==> config.mk <==
export PLATFORM = sky130hd
export DESIGN_NAME = apb_slave
export DESIGN_NICKNAME = d
export VERILOG_FILES = /design/src/rtl/apb_slave.sv
export SDC_FILE = /design/constraint.sdc
export NUM_CORES = 2
export LEC_CHECK = 0
export BUFFER_PORTS_ARGS = -buffer_cell sky130_fd_sc_hd__buf_4
export CORE_MARGIN = 2
export CORE_UTILIZATION = 42
export CTS_BUF_LIST = sky130_fd_sc_hd__clkbuf_2
export DETAILED_ROUTE_END_ITERATION = 12
export GPL_ROUTABILITY_DRIVEN = 0
export HOLD_SLACK_MARGIN = 0.08
export SLEW_MARGIN = 20
export SYNTH_ARGS = -nofsm -noshare
export SYNTH_HDL_FRONTEND = slang
export SYNTH_SLANG_ARGS = --single-unit
==> constraint.sdc <==
create_clock -name pclk -period 5.03 [get_ports pclk]
set_input_delay 0.7545 -clock pclk [delete_from_list [all_inputs] [get_ports pclk]]
set_output_delay 0.7545 -clock pclk [all_outputs]
set_load 0.1 [all_outputs]
==> src/rtl/apb_slave.sv <==
// APB completer: MEM_DEPTH-word register file with configurable wait states and
// an error response for addresses outside the storage range.
module apb_slave #(
    parameter int DATA_WIDTH  = 32,
    parameter int ADDR_WIDTH  = 6,
    parameter int MEM_DEPTH   = 32,
    parameter int WAIT_STATES = 0
) (
    input  logic                  pclk,
    input  logic                  preset,
    input  logic                  psel,
    input  logic                  penable,
    input  logic                  pwrite,
    input  logic [ADDR_WIDTH-1:0] paddr,
    input  logic [DATA_WIDTH-1:0] pwdata,
    output logic [DATA_WIDTH-1:0] prdata,
    output logic                  pready,
    output logic                  pslvrr
);

    localparam int IDX_W = (MEM_DEPTH > 1) ? $clog2(MEM_DEPTH) : 1;
    localparam logic [ADDR_WIDTH:0] DEPTH_LIM = (ADDR_WIDTH + 1)'(MEM_DEPTH);
    localparam logic [3:0] WAIT_LIM = 4'(WAIT_STATES);

    // Handshake: a transfer completes on the rising edge where psel, penable
    // and pready are all high; pslvrr and prdata are meaningful only then.
    typedef enum logic [1:0] {
        ST_IDLE   = 2'd0,
        ST_SETUP  = 2'd1,
        ST_ACCESS = 2'd2
    } state_e;

    state_e                state_q, state_d;
    logic [3:0]            wait_cnt_q, wait_cnt_d;
    logic [DATA_WIDTH-1:0] mem_q [MEM_DEPTH];
    logic [DATA_WIDTH-1:0] mem_d [MEM_DEPTH];

    logic             in_xfer;
    logic             access;
    logic             addr_err;
    logic             wr_en;
    logic [IDX_W-1:0] idx;

    assign idx = paddr[IDX_W-1:0];

    always_comb begin
        in_xfer  = (state_q == ST_SETUP) || (state_q == ST_ACCESS);
        access   = psel && penable;
        addr_err = ({1'b0, paddr} >= DEPTH_LIM);
        pready   = access && in_xfer && (wait_cnt_q == WAIT_LIM);
        pslvrr   = pready && addr_err;
        wr_en    = pready && pwrite && !addr_err;
        prdata   = '0;
        if (access && !pwrite && !addr_err) begin
            prdata = mem_q[idx];
        end
    end

    always_comb begin
        state_d    = state_q;
        wait_cnt_d = '0;
        case (state_q)
            ST_IDLE: begin
                // penable without a preceding setup phase is ignored here
                if (psel && !penable) begin
                    state_d = ST_SETUP;
                end
            end
            ST_SETUP, ST_ACCESS: begin
                if (!psel) begin
                    state_d = ST_IDLE;
                end else if (penable) begin
                    if (pready) begin
                        state_d = ST_IDLE;
                    end else begin
                        state_d    = ST_ACCESS;
                        wait_cnt_d = wait_cnt_q + 4'd1;
                    end
                end else begin
                    state_d = ST_SETUP;
                end
            end
            default: state_d = ST_IDLE;
        endcase
    end

    always_comb begin
        mem_d = mem_q;
        if (wr_en) begin
            mem_d[idx] = pwdata;
        end
    end

    // Reset wins over a transfer completing on the same edge.
    always_ff @(posedge pclk) begin
        if (preset) begin
            state_q    <= ST_IDLE;
            wait_cnt_q <= '0;
            for (int i = 0; i < MEM_DEPTH; i++) begin
                mem_q[i] <= '0;
            end
        end else begin
            state_q    <= state_d;
            wait_cnt_q <= wait_cnt_d;
            mem_q      <= mem_d;
        end
    end

endmodule

==> run summary <==
DRC errors left = 0
multi-input logic area = 0.0254 sq mm
latest clock arrival within the worst-skew pair = 1.52 ns
Syn Inst Count = 4550
Post-synth EDFFs = 0
library cells used by synthesis = 42
Core Box Area = 0.114 sq mm
Worst Hold Class = in -> reg
width of the die = 343 um
syn_area_per_cell = 10.6 sq um
worst-path cell chain = dlygate4sd3_1, buf_4, or4b_2, buf_4, o22ai_1, nor4_1, a31oi_1, buf_4
Synth Cell Area = 0.0483 sq mm
Post-DRT Antenna Nets = 0
Seq/Total Area, Yosys = 42.7%
initial core utilization = 42.3%
max_cap viols = 0
DRC marker count from the first detailed-route iteration = 2187
CP delay by family, top = buffers and inverters
Top FF cell, synth = dfxtp_1
GRT overflow = 0
CTS clk-pin slew, worst paths = 0.09 ns
num ports = 77
GRT Total Usage = 23.7%
CTS Root Cell = clkbuf_2
Slew HR = 28.9%
final hold violations = 0
critical path arrival = 4.10 ns
RSZ-0062 raised after global routing = no
CTS Buffer Depth = 4
crit end category = primary output
Post-DP Area = 0.0498 sq mm
post_cts resized = 0
H-tree depth = 5
most used cell along the critical path = buf_4
fill count = 11004
Synth async-reset ratio = 0%
drt pass-1 iters = 5
Tmin final = 4.85 ns
CP Launch Type = primary input
Crit path buffers/inverters = 4
Layout area overhead = 9.31%
PD cells = 284 mW/mm^2
drt total wl = 140000 um
syn_nets = 4597
setup TNS = 0 ns
largest net degree at the start of global routing = 133
Max Clock Freq = 206 MHz
Final Max Slew Viols = 0
final setup violation count = 0
critical path class = in -> out
Clock Sinks = 1030
first-pass GRT wire length = 214000 um
Peak VDD IR = 219 uV
Die Area = 0.118 sq mm
Nets = 4710
DR vias/cell = 5.29
status = complete, no violations
CP required = 4.28 ns
Crit path largest cell delay = 1.17 ns
number of global-route vias before repair = 34758
Rows = 124
DP Wirelength = 79500 um
fraction of layout cells with a size suffix above 1 = 14.9%
CTS buffer count = 295
Final Skew = 0.0816 ns
CTS tree = built
LEAKAGE = 0.0259 uW
Avg WL per Cell = 22.1 um
synthesized flop and latch total = 1030
CP max-delay cell = or4b_2
crit-path max FO = 24
Ys Warns = 0
Worst-Margin Slew = 1.07 ns
initial antenna violation count = 7
Port-buffer cells = 76
fin area = 0.0528 sq mm
Reg area = 0.0206 sq mm
Final Cycle Share = 96.4%
height of the die = 343 um
Vias = 33669
-- logic make-up (layout without fill, tap and decap cells) --
logic type	after synthesis	after routing	synth area share [%]
adder cells (fa/ha/maj)	4	4	0.104
flip-flops	1030	1030	42.7
AO/OA/AOI/OAI	291	291	3.77
XOR/XNOR	2	2	0.0363
buffers and inverters	454	757	5.07
multiplexers	1537	1537	31.9
AND/OR/NAND/NOR	1232	1232	16.5
other	0	2	0
-- routing by layer --
layer / vias up / share of wire, % / track usage, %
met5: - / 0.0050 / 0
li1: 16113 / - / -
met2: 756 / 46 / 38.2
met4: 2 / 1.9 / 6.81
met1: 16602 / 48 / 32.3
met3: 196 / 4.2 / 4.08
-- stage by stage --
stage,hold slack (ns),cells,setup WS (ns),power [uW],utilization [%]
after detailed placement,0.451,5826,0.743,9170,43.6
after floorplan,0.430,4550,0.654,8910,-
after CTS,0.148,6365,0.140,15200,46.2
after global routing,0.266,6367,0.152,15700,46.2
final,0.346,6367,0.180,15000,46.2
after global placement,0.444,5826,0.791,9170,43.6
-- cells in the mapped netlist (2+ instances only) --
cell type  number  area, sq um
mux2i_1      1537        15400
nand4b_1        4         35.0
nand2b_1     1058         6620
a31oi_1        32          200
nand4bb_1       6         67.6
buf_4          19          143
or4b_1          4         40.0
nand3_4        27          473
and3_1          3         18.8
clkbuf_1      283         1060
inv_1           5         18.8
nor3b_4         3         56.3
o22ai_1       256         1600
nand3_1         7         35.0
buf_1           3         11.3
buf_8           2         30.0
dfxtp_1      1030        20600
ha_1            4         50.1
and3b_1         2         17.5
buf_6          71          800
buf_2          68          340
nor2b_1         4         25.0
nor4_1         32          200
nor2_1         71          267
buf_12          2         40.0
-- layout by cell type (no fill, tap or decap), types with 6 or more instances in the layout --
cell type / Yosys / routed
clkbuf_2: 1 / 442
nor4_1: 32 / 32
mux2i_1: 1537 / 1537
dlygate4sd3_1: 0 / 52
inv_2: 0 / 6
nand4bb_4: 0 / 6
buf_12: 2 / 22
nand3_4: 27 / 31
nor2_1: 71 / 71
o22ai_1: 256 / 256
dfxtp_1: 1030 / 1030
clkinv_1: 0 / 31
buf_4: 19 / 189
a31oi_1: 32 / 32
nand2b_1: 1058 / 1056
-- registers in the layout, indices dropped and copies added, names as in the netlist --
| register | flops |
|---|---|
| mem_q | 1024 |
| wait_cnt_q | 4 |
| state_q | 2 |
-- worst min-delay path: cells and delay by family --
| family | cells | cell delay (ns) |
|---|---|---|
| muxes | 1 | 0.16 |
| and+or+nand+nor | 1 | 0.04 |
| buffers and inverters | 3 | 0.87 |
-- timing repair --
item / CTS / global route
hold buffers: 52 / 0
buffers inserted: 0 / 0
hold endpoints to repair: 1014 / 0
-- final timing paths --
check,from,endpoint,slack (ns),cells after the start
worst max-delay path,paddr[1],prdata[31],0.18,8
worst max register to register,state_q[0]$_SDFFE_PP0P_,mem_q[836]$_SDFFE_PP0P_,1.12,10
worst min register to register,wait_cnt_q[0]$_SDFF_PP0_,wait_cnt_q[0]$_SDFF_PP0_,0.47,1
worst min-delay path,pwdata[2],mem_q[354]$_SDFFE_PP0P_,0.35,5
-- where the power goes --
part / leakage (uW) / switching (uW) / internal (uW) / total, uW
Clock: 0.00197 / 3540 / 2450 / 5990
Sequential: 0.00829 / 1.79 / 8150 / 8150
Combinational: 0.0157 / 512 / 347 / 859
Total: 0.0259 / 4060 / 10900 / 15000
-- final cells by class --
cell class                 instances  share of cell area, %
antenna                            2                0.00948
clock buffer                     442                   4.19
clock inverter                    45                  0.481
inverter                           5                 0.0356
multi-input combinational       3066                   48.1
sequential                      1030                   39.1
tap                             1512                   3.58
timing repair buffer             265                   4.56
(Power assumes the default switching activity.)
